`src/rtl/serial_bit_packer_pkg.sv`:
```
// -----------------------------------------------------------------------------
// serial_bit_packer_pkg
//   Shared sizing helpers for the serial bit packer and its output buffer.
//   - MAX_WIDTH : largest supported packed word width
//   - cnt_w()   : width of a bit-count field able to hold 0..width
//   - word_w()  : total width of a packed {count, data} word
//   - width_ok(): legality check for the WIDTH parameter
// -----------------------------------------------------------------------------
package serial_bit_packer_pkg;

  localparam int unsigned MAX_WIDTH = 32'd32;

  // Number of bits needed to represent any count from 0 up to and including width.
  function automatic int unsigned cnt_w(input int unsigned width);
    return $clog2(width + 32'd1);
  endfunction

  // A buffered word carries its data bits plus its valid-bit count.
  function automatic int unsigned word_w(input int unsigned width);
    return width + cnt_w(width);
  endfunction

  // Word widths outside 1..MAX_WIDTH are not supported.
  function automatic bit width_ok(input int unsigned width);
    return (width >= 32'd1) && (width <= MAX_WIDTH);
  endfunction

endpackage

```
`src/rtl/serial_bit_packer_fifo.sv`:
```
// -----------------------------------------------------------------------------
// word_fifo_2
//   Generic two-entry in-order synchronous FIFO. The head entry sits in a flop
//   and is presented directly on head_data; it reads as zero when the FIFO is
//   empty so the consumer sees a clean bus while nothing is valid.
//   Ports:
//     clk, rst   : clock, asynchronous active-high reset
//     push       : write push_data (ignored while full)
//     push_data  : entry to write
//     pop        : remove head entry (ignored while empty)
//     head_data  : current head entry (registered)
//     full/empty : registered occupancy flags
// -----------------------------------------------------------------------------
module word_fifo_2 #(
  parameter int unsigned DW = 32'd8
) (
  input  logic          clk,
  input  logic          rst,
  input  logic          push,
  input  logic [DW-1:0] push_data,
  input  logic          pop,
  output logic [DW-1:0] head_data,
  output logic          full,
  output logic          empty
);

  logic [DW-1:0] slot0_q, slot0_d;
  logic [DW-1:0] slot1_q, slot1_d;
  logic [1:0]    occ_q, occ_d;
  logic          full_q, full_d;
  logic          empty_q, empty_d;
  logic          do_push;
  logic          do_pop;

  // Next-state for the two slots; slot0 is always the head, slot1 the tail.
  always_comb begin
    do_push = push & ~full_q;
    do_pop  = pop & ~empty_q;
    slot0_d = slot0_q;
    slot1_d = slot1_q;
    occ_d   = occ_q;
    case ({do_push, do_pop})
      2'b10: begin
        if (occ_q == 2'd0) begin
          slot0_d = push_data;
        end else begin
          slot1_d = push_data;
        end
        occ_d = occ_q + 2'd1;
      end
      2'b01: begin
        // Vacated slot is zeroed so an empty head always reads as zero.
        slot0_d = slot1_q;
        slot1_d = {DW{1'b0}};
        occ_d   = occ_q - 2'd1;
      end
      2'b11: begin
        // Pop needs a non-empty FIFO and push a non-full one, so occupancy
        // is exactly 1 here: the new entry replaces the departing head.
        slot0_d = push_data;
      end
      default: begin
        occ_d = occ_q;
      end
    endcase
    full_d  = (occ_d == 2'd2);
    empty_d = (occ_d == 2'd0);
  end

  // Storage and flag registers.
  always_ff @(posedge clk or posedge rst) begin
    if (rst) begin
      slot0_q <= {DW{1'b0}};
      slot1_q <= {DW{1'b0}};
      occ_q   <= 2'd0;
      full_q  <= 1'b0;
      empty_q <= 1'b1;
    end else begin
      slot0_q <= slot0_d;
      slot1_q <= slot1_d;
      occ_q   <= occ_d;
      full_q  <= full_d;
      empty_q <= empty_d;
    end
  end

  assign head_data = slot0_q;
  assign full      = full_q;
  assign empty     = empty_q;

endmodule

```
`src/rtl/serial_bit_packer.sv`:
```
// -----------------------------------------------------------------------------
// serial_bit_packer
//   Packs a 1-bit valid/ready stream LSB-first into WIDTH-bit words and offers
//   them on a valid/ready output through a two-entry buffer. up_last closes a
//   word early; the word is zero-padded above its last bit and carries its
//   bit count.
//   Ports:
//     clk, rst    : clock, asynchronous active-high reset
//     up_valid    : serial bit present
//     up_data     : serial bit value
//     up_last     : accepted bit ends the current word
//     up_ready    : a bit can be accepted this cycle
//     down_valid  : packed word available
//     down_data   : packed word, bit 0 = first accepted bit
//     down_count  : number of valid bits in down_data (1..WIDTH)
//     down_ready  : downstream takes the word this cycle
// -----------------------------------------------------------------------------
module serial_bit_packer
  import serial_bit_packer_pkg::*;
#(
  parameter int unsigned WIDTH = 32'd8
) (
  input  logic                     clk,
  input  logic                     rst,
  input  logic                     up_valid,
  input  logic                     up_data,
  input  logic                     up_last,
  output logic                     up_ready,
  output logic                     down_valid,
  output logic [WIDTH-1:0]         down_data,
  output logic [cnt_w(WIDTH)-1:0]  down_count,
  input  logic                     down_ready
);

  localparam int unsigned CNT_W  = cnt_w(WIDTH);
  localparam int unsigned WORD_W = word_w(WIDTH);

  typedef struct packed {
    logic [CNT_W-1:0] count;
    logic [WIDTH-1:0] data;
  } word_t;

  logic [CNT_W-1:0] cnt_q, cnt_d;
  logic [WIDTH-1:0] acc_q, acc_d;
  logic [WIDTH-1:0] merged;
  logic             accept;
  logic             complete;
  logic             fifo_push;
  logic             fifo_full;
  logic             fifo_empty;
  word_t            push_word;
  word_t            head_word;

  // Accept/merge the incoming bit and decide whether it closes the word.
  always_comb begin
    accept    = up_valid & up_ready;
    complete  = (cnt_q == CNT_W'(WIDTH - 32'd1)) | up_last;
    merged    = {WIDTH{1'b0}};
    // Positions above the new bit are forced to zero so early-closed words
    // are padded regardless of accumulator contents.
    for (int i = 0; i < int'(WIDTH); i++) begin
      if (i < int'(cnt_q)) begin
        merged[i] = acc_q[i];
      end else if (i == int'(cnt_q)) begin
        merged[i] = up_data;
      end else begin
        merged[i] = 1'b0;
      end
    end
    acc_d           = acc_q;
    cnt_d           = cnt_q;
    fifo_push       = 1'b0;
    push_word.data  = merged;
    push_word.count = cnt_q + CNT_W'(1);
    if (accept) begin
      if (complete) begin
        fifo_push = 1'b1;
        acc_d     = {WIDTH{1'b0}};
        cnt_d     = {CNT_W{1'b0}};
      end else begin
        acc_d = merged;
        cnt_d = cnt_q + CNT_W'(1);
      end
    end else begin
      fifo_push = 1'b0;
    end
  end

  // Bit position and partial-word accumulator.
  always_ff @(posedge clk or posedge rst) begin
    if (rst) begin
      cnt_q <= {CNT_W{1'b0}};
      acc_q <= {WIDTH{1'b0}};
    end else begin
      cnt_q <= cnt_d;
      acc_q <= acc_d;
    end
  end

  word_fifo_2 #(
    .DW (WORD_W)
  ) u_out_fifo (
    .clk       (clk),
    .rst       (rst),
    .push      (fifo_push),
    .push_data (push_word),
    .pop       (down_ready),
    .head_data (head_word),
    .full      (fifo_full),
    .empty     (fifo_empty)
  );

  // Ready depends only on the registered full flag, never on down_ready.
  assign up_ready   = ~rst & ~fifo_full;
  assign down_valid = ~fifo_empty;
  assign down_data  = head_word.data;
  assign down_count = head_word.count;

endmodule

```
`config.mk`:
```
export PLATFORM = sky130hd
export DESIGN_NAME = serial_bit_packer
export DESIGN_NICKNAME = d
export VERILOG_FILES = /design/src/rtl/serial_bit_packer_pkg.sv /design/src/rtl/serial_bit_packer_fifo.sv /design/src/rtl/serial_bit_packer.sv
export SDC_FILE = /design/constraint.sdc
export NUM_CORES = 1
export LEC_CHECK = 0
export CORE_AREA = 10 10 73 75
export DETAILED_ROUTE_END_ITERATION = 8
export DIE_AREA = 0 0 83 85
export PLACE_DENSITY = 0.83
export SYNTH_ARGS = -nofsm -noshare
export SYNTH_HDL_FRONTEND = slang
export SYNTH_HIERARCHICAL = 1
export SYNTH_SLANG_ARGS = --single-unit
```
`constraint.sdc`:
```
create_clock -name clk -period 2.3 [get_ports clk]
set_clock_uncertainty 0.1 [all_clocks]
set_input_delay 0.575 -clock clk [delete_from_list [all_inputs] [get_ports clk]]
set_output_delay 0.575 -clock clk [all_outputs]
set_load 0.005 [all_outputs]
```
Word-level counts from Yosys, hierarchy flattened
Cells that the tools add are included.

Register bits after elaboration: 40. Bits in latches: 0. Memory bits (writable): 0. Memory bits (read-only): 0. Logic and storage cells: 72. Memories: 0.

Add/sub/neg operators: 3. Multiply operators: 0. Div/mod/pow operators: 0. $lt $le $gt $ge: 8. Equality and inequality tests: 14. Shifts and indexed selects: 0. Mux-type cells: 25. Bitwise operators: 8. Reductions and logical operators: 7.

Operators with widths (count): case mux 12 bit (3 select lines) (1); 2-to-1 mux 12 bit (2); case mux 12 bit (2 select lines) (1); 2-to-1 mux 1 bit (18); equality test 4 bit (first input constant) (4); < comparator 3 x 4 -> 1 bit (first input constant) (4); equality test 3 x 4 -> 1 bit (first input constant) (2); < comparator 1 x 4 -> 1 bit (first input constant) (2); < comparator 2 x 4 -> 1 bit (first input constant) (2); 2-to-1 mux 8 bit (1); equality test 2 bit (second input constant) (3); adder 4 x 1 -> 4 bit (second input constant) (1); AND 1 bit (4); equality test 2 x 4 -> 1 bit (first input constant) (1); equality test 4 x 3 -> 1 bit (second input constant) (1); logical NOT 2 bit (2); logical NOT 4 bit (1); 2-to-1 mux 4 bit (1); case mux 2 bit (2 select lines) (1); AND reduction 2 bit (2); inverter 1 bit (3); nonzero test 3 bit (1); adder 2 x 1 -> 2 bit (second input constant) (1); equality test 2 x 1 -> 1 bit (second input constant) (1); other kinds (5) (5).

Logic depth before layout (Yosys ltp)
Depth in word-level cells: 8. Depth in mapped cells: 9. Gate-level depth less buffers: 7.

By module
Netlist, hierarchy kept.

By module, submodules not included: word_fifo_2 (instances 1, cells each 113, area an instance 1286.2 sq um, seq. area each 701.9 sq um); serial_bit_packer (instances 1, cells each 85, area an instance 813.3 sq um, seq. area each 300.3 sq um).

Least setup slack after synthesis
No wires, ideal clock.

Path type: input-to-reg. From: input port rst. To: register u_out_fifo.slot1_q[7]. Library setup time: 0.121 ns. Arrival time: 2.059 ns. Data required time: 2.079 ns. Slack: 0.019 ns. Stages on the path: 8. Path buffers: 2. Cells stage by stage: or3b_4 buf_6 nor2_1 nand2b_4 nor3_4 buf_6 mux2i_1 nor2_1.

Word-level cells in the longest chain between the ends: 8. Elaborated cells between the ends (all ways): 11. Classes of those cells: eq/ne (3); mux (2); bitwise (4); reduce/logical (2).

Ends and longest elaborated chain: from (decl) (RTL line serial_bit_packer.sv:24) `input logic rst,`; inverter 1 bit * (RTL line serial_bit_packer.sv:114) `assign up_ready = ~rst & ~fifo_full;`; AND 1 bit * (RTL line serial_bit_packer.sv:114); AND 1 bit * (RTL line serial_bit_packer.sv:56) `accept = up_valid & up_ready;`; 2-to-1 mux 1 bit * (RTL line serial_bit_packer.sv:75) `if (accept) begin`; via fifo_push (RTL line serial_bit_packer.sv:48) `logic fifo_push;`; AND 1 bit * (RTL line serial_bit_packer_fifo.sv:37) `do_push = push & ~full_q;`; equality test 2 bit / equality test 2 x 1 -> 1 bit (equally long branches) (RTL line serial_bit_packer_fifo.sv:42) `case ({do_push, do_pop})`; inequality test 2 bit (no line) / nonzero test 2 bit (equally long branches); AND reduction 2 bit (no line); to (signal assigned) (RTL line serial_bit_packer_fifo.sv:74) `slot1_q <= {DW{1'b0}};`; to (signal assigned) (RTL line serial_bit_packer_fifo.sv:80) `slot1_q <= slot1_d;`; to (decl) (RTL line serial_bit_packer_fifo.sv:28) `logic [DW-1:0] slot1_q, slot1_d;`.

The timed path passes the listed nets; every way through them passes the cells marked *. A chain may end at the register's enable or synchronous reset.

Worst setup path in the final report
From: input port up_last. To: register u_out_fifo.slot0_q[0] (netlist: u_out_fifo/head_data[0]).

Word-level cells in the longest chain between the ends: 7. Elaborated cells between the ends (all ways): 11. Classes of those cells: eq/ne (4); mux (3); bitwise (2); reduce/logical (2).

Ends and longest elaborated chain: from (decl) (RTL line serial_bit_packer.sv:27) `input logic up_last,`; bitwise OR 1 bit * (RTL line serial_bit_packer.sv:57) `complete = (cnt_q == CNT_W'(WIDTH - 32'd1)) | up_last;`; 2-to-1 mux 1 bit * (RTL line serial_bit_packer.sv:76) `if (complete) begin`; 2-to-1 mux 1 bit * (RTL line serial_bit_packer.sv:75); via fifo_push (RTL line serial_bit_packer.sv:48); AND 1 bit * (RTL line serial_bit_packer_fifo.sv:37); equality test 2 bit / equality test 2 x 1 -> 1 bit (equally long branches) (RTL line serial_bit_packer_fifo.sv:42); inequality test 2 x 1 -> 1 bit (no line) / nonzero test 3 bit (equally long branches); AND reduction 2 bit (no line); to (signal assigned) (RTL line serial_bit_packer_fifo.sv:73) `slot0_q <= {DW{1'b0}};`; to (signal assigned) (RTL line serial_bit_packer_fifo.sv:79) `slot0_q <= slot0_d;`; to (decl) (RTL line serial_bit_packer_fifo.sv:27) `logic [DW-1:0] slot0_q, slot0_d;`.

Marks and branches as above.

==> impl_metrics.json <==
{
  "p_int_uw": 1610,
  "count_of_filler_cells_inserted_in_the_layout": 308,
  "timing.final.max_slew_violations": 0,
  "via_per_instance_ratio": 5.51,
  "seqCellArea_mm2": 0.00100,
  "number_of_antenna_violations_at_the_first_check_in_global_routing": 0,
  "worst_slew_margin_rel_pct": 67.6,
  "post-route-worst-setup-slack_ns": 0.148,
  "clock_tree_from_tritoncts": "yes",
  "firstDrtPassIters": 4,
  "final_layout_size_suffix_gt1_share_pct": 21.9,
  "synth-edff-count": 0,
  "max-clock-path-buffers": 2,
  "first_global_vias": 1682,
  "switching_part_of_the_total_power_pct": 34.0,
  "drv.max_cap_violation_count": 0,
  "ys_top_cells_by_count": "sky130_fd_sc_hd__dfrtp_1, sky130_fd_sc_hd__mux2i_1, sky130_fd_sc_hd__nand2_1",
  "yosysTopAreaCell": "sky130_fd_sc_hd__dfrtp_1",
  "postCtsHoldBufs": 0,
  "detail_route.iter0.violations": 100,
  "syn-num-nets": 209,
  "drt.antenna.violating_nets": 0,
  "syn-cell-area_mm2": 0.00210,
  "crit_path_frequent_cell": "sky130_fd_sc_hd__nor2_4",
  "finalPower_uw": 2440,
  "synth_sequential_area_ratio_pct": 47.7,
  "min_period_over_period_pct": 93.6,
  "antenna_cells": 0,
  "dieArea_mm2": 0.00706,
  "routed-via-count": 1610,
  "synth_seq_cells": 40,
  "clock_power_share_pct": 24.1,
  "final_design_area_no_fill_mm2": 0.00267,
  "finalHoldViolations": 0,
  "ys_top_cells_by_area": "sky130_fd_sc_hd__dfrtp_1, sky130_fd_sc_hd__mux2i_1, sky130_fd_sc_hd__nand2_1",
  "final-setup-viol-count": 0,
  "period_minus_slack_ns": 2.15,
  "drc": 0,
  "crit_fanout": 9,
  "postSynthAreaPerCell_um2": 10.6,
  "grt_pass1_wl_um": 8030,
  "initial_utilization_pct": 53.6,
  "numCtsBuffers": 5,
  "wirelength_routed_um": 4800,
  "root_buffer": "sky130_fd_sc_hd__clkbuf_8",
  "postPlaceCellArea_mm2": 0.00250,
  "finalNetCount": 252,
  "synth-warning-count": 6,
  "grt_remaining_overflow": 0,
  "netlist_instances": 198,
  "power_frac_seq_pct": 38.0,
  "routabilityCongestion": 0.783,
  "synth.lib_cells_used.distinct": 46,
  "run_status": "complete, no violations",
  "row_count": 23,
  "design.portCount": 20,
  "die_w_um": 83,
  "multiInputGateArea_mm2": 0.00104,
  "crit_path_end_kind": "register",
  "cts.reportedPaths.clkPinSlew_ns": 0.08,
  "synth_most_common_cell": "sky130_fd_sc_hd__dfrtp_1",
  "min-delay-path-class": "primary input to asynchronous set/reset pin",
  "critPathBufInv": 1,
  "tightest_slew_ns": 0.486,
  "crit_arrival_ns": 2.23,
  "fp.dieH_um": 85,
  "critPathRequiredTime_ns": 2.38,
  "dominantRegCellSynth": "sky130_fd_sc_hd__dfrtp_1",
  "worst_ir_drop_vdd_mv": 0.490,
  "async_flop_share_pct": 100,
  "post-dp-hpwl_um": 3380,
  "worst_path_dominant_cell_family": "simple AND/OR/NAND/NOR gates",
  "critical-path-max-stage-delay_ns": 0.42,
  "buffer_ports.inserted": 19,
  "yosysTopAreaCellShare_pct": 46.5,
  "worst_path_max_delay_cell": "sky130_fd_sc_hd__clkdlybuf4s50_1",
  "switching_power_uw": 830,
  "area.growth.synth_to_final_pct": 26.9,
  "worst-setup-path-type": "primary input to register",
  "cts_htree_levels": 2,
  "combPwrFrac_pct": 37.8,
  "leakage_uw": 0.00125,
  "grt_max_degree": 29,
  "fmax_mhz": 465,
  "pwr_cell_area_mw_per_mm2": 917,
  "crit_chain": "clkdlybuf4s50_1, nor2_1, nor2_4, and2b_1, nor2_4, mux2i_1, o21ai_0",
  "critPathLaunchType": "primary input",
  "globalRouteTotalUtil_pct": 13.8,
  "clock_latency_reported_for_the_late_side_of_the_worst_skew_pair_ns": 0.30,
  "rsz0062_at_grt": "no",
  "post_drt_wl_per_cell_um": 16.4,
  "core_area_mm2": 0.00391,
  "pre_cts_ws_ns": -0.367,
  "cts_num_sinks": 40
}
-- what timing repair did --
| action | in CTS | in global routing |
|---|---|---|
| pin swaps | 0 | 3 |
| cloned | 0 | 1 |
| buffers inserted | 0 | 1 |
| resized for setup | 2 | 4 |
| setup endpoints to repair | 13 | 14 |
-- worst register-to-register path, cell delays in order, from the launching register on --
cell and delay (ns):
sky130_fd_sc_hd__dfrtp_1 0.39, sky130_fd_sc_hd__and4b_1 0.22, sky130_fd_sc_hd__nor2_1 0.27, sky130_fd_sc_hd__nor2_4 0.07, sky130_fd_sc_hd__and2b_1 0.22, sky130_fd_sc_hd__nor2_4 0.30
sky130_fd_sc_hd__mux2i_1 0.26, sky130_fd_sc_hd__o21ai_0 0.10
-- layout make-up --
| type | instances | share of cell area [%] |
|---|---|---|
| Clock buffer | 5 | 2.58 |
| Clock inverter | 3 | 1.78 |
| Inverter | 6 | 0.845 |
| Multi-Input combinational cell | 144 | 38.9 |
| Sequential cell | 40 | 37.6 |
| Tap cell | 50 | 2.35 |
| Timing Repair Buffer | 44 | 15.9 |
-- stage by stage --
stage / cells / hold slack [ns] / TNS, ns / util, %
after detailed placement: 282 / 0.374 / -8.01 / 63.9
after global routing: 292 / 0.418 / 0 / 68.1
after CTS: 290 / 0.396 / 0 / 66.9
final: 292 / 0.370 / 0 / 68.1
after floorplan: 198 / 0.340 / 0 / -
after global placement: 282 / 0.361 / -6.74 / 63.9
-- final timing paths --
check | from | to | slack, ns | depth (start not counted)
min in group clk | u_out_fifo/head_data[7]$_DFFE_PP0P_ | u_out_fifo/head_data[7]$_DFFE_PP0P_ | 0.39 | 2
setup / recovery | up_last | u_out_fifo/head_data[0]$_DFFE_PP0P_ | 0.15 | 7
hold / removal | rst | acc_q[0]$_DFFE_PP0P_ | 0.37 | 3
hold reg to reg | u_out_fifo/head_data[7]$_DFFE_PP0P_ | u_out_fifo/head_data[7]$_DFFE_PP0P_ | 0.39 | 2
setup reg to reg | cnt_q[2]$_DFFE_PP0P_ | u_out_fifo/head_data[0]$_DFFE_PP0P_ | 0.25 | 7
max in group asynchronous | rst | u_out_fifo/empty$_DFF_PP1_ | 1.39 | 4
-- sequential cells by signal (all words and copies together) (netlist names) --
name and flops:
acc_q 8, cnt_q 4, u_out_fifo/empty 1, u_out_fifo/full 1, u_out_fifo/head_data 12, u_out_fifo/occ_q 2
u_out_fifo/slot1_q 12
-- power by group through the flow --
stage	combinational, uW	clock [uW]	sequential [uW]
floorplan	499	0	947
global placement	881	0	934
detailed placement	902	0	940
CTS	912	599	929
global route	1010	629	948
finish	924	590	929
-- layer usage --
| metal | track usage, % | up-vias | part of all wire (%) |
|---|---|---|---|
| met5 | 0 | - | 0 |
| met4 | 6.66 | 0 | 2.4 |
| met3 | 3.82 | 10 | 2.9 |
| met2 | 23.0 | 26 | 51 |
| met1 | 16.1 | 790 | 44 |
| li1 | - | 784 | - |
-- logic make-up after synthesis --
group	synth area share, %
flip-flops	47.7
multiplexers	11.9
buffers and inverters	3.40
AND/OR/NAND/NOR	18.0
XOR/XNOR	2.09
AO/OA/AOI/OAI	13.9
adder cells (fa/ha/maj)	2.98
-- layout by cell type, fill, tap and decap left out, types with 3 or more instances in the layout --
cell type and n:
sky130_fd_sc_hd__o21ai_1 3, sky130_fd_sc_hd__clkdlybuf4s50_1 16, sky130_fd_sc_hd__nor2_1 17, sky130_fd_sc_hd__buf_4 22
sky130_fd_sc_hd__o31ai_1 7, sky130_fd_sc_hd__dfrtp_1 39, sky130_fd_sc_hd__inv_1 6, sky130_fd_sc_hd__ha_1 5
sky130_fd_sc_hd__o21ai_0 14, sky130_fd_sc_hd__a22o_2 6, sky130_fd_sc_hd__nand2_1 22, sky130_fd_sc_hd__clkbuf_8 5
sky130_fd_sc_hd__mux2i_1 24, sky130_fd_sc_hd__xnor2_1 3
Note: power is estimated with default switching activity, not from simulation.
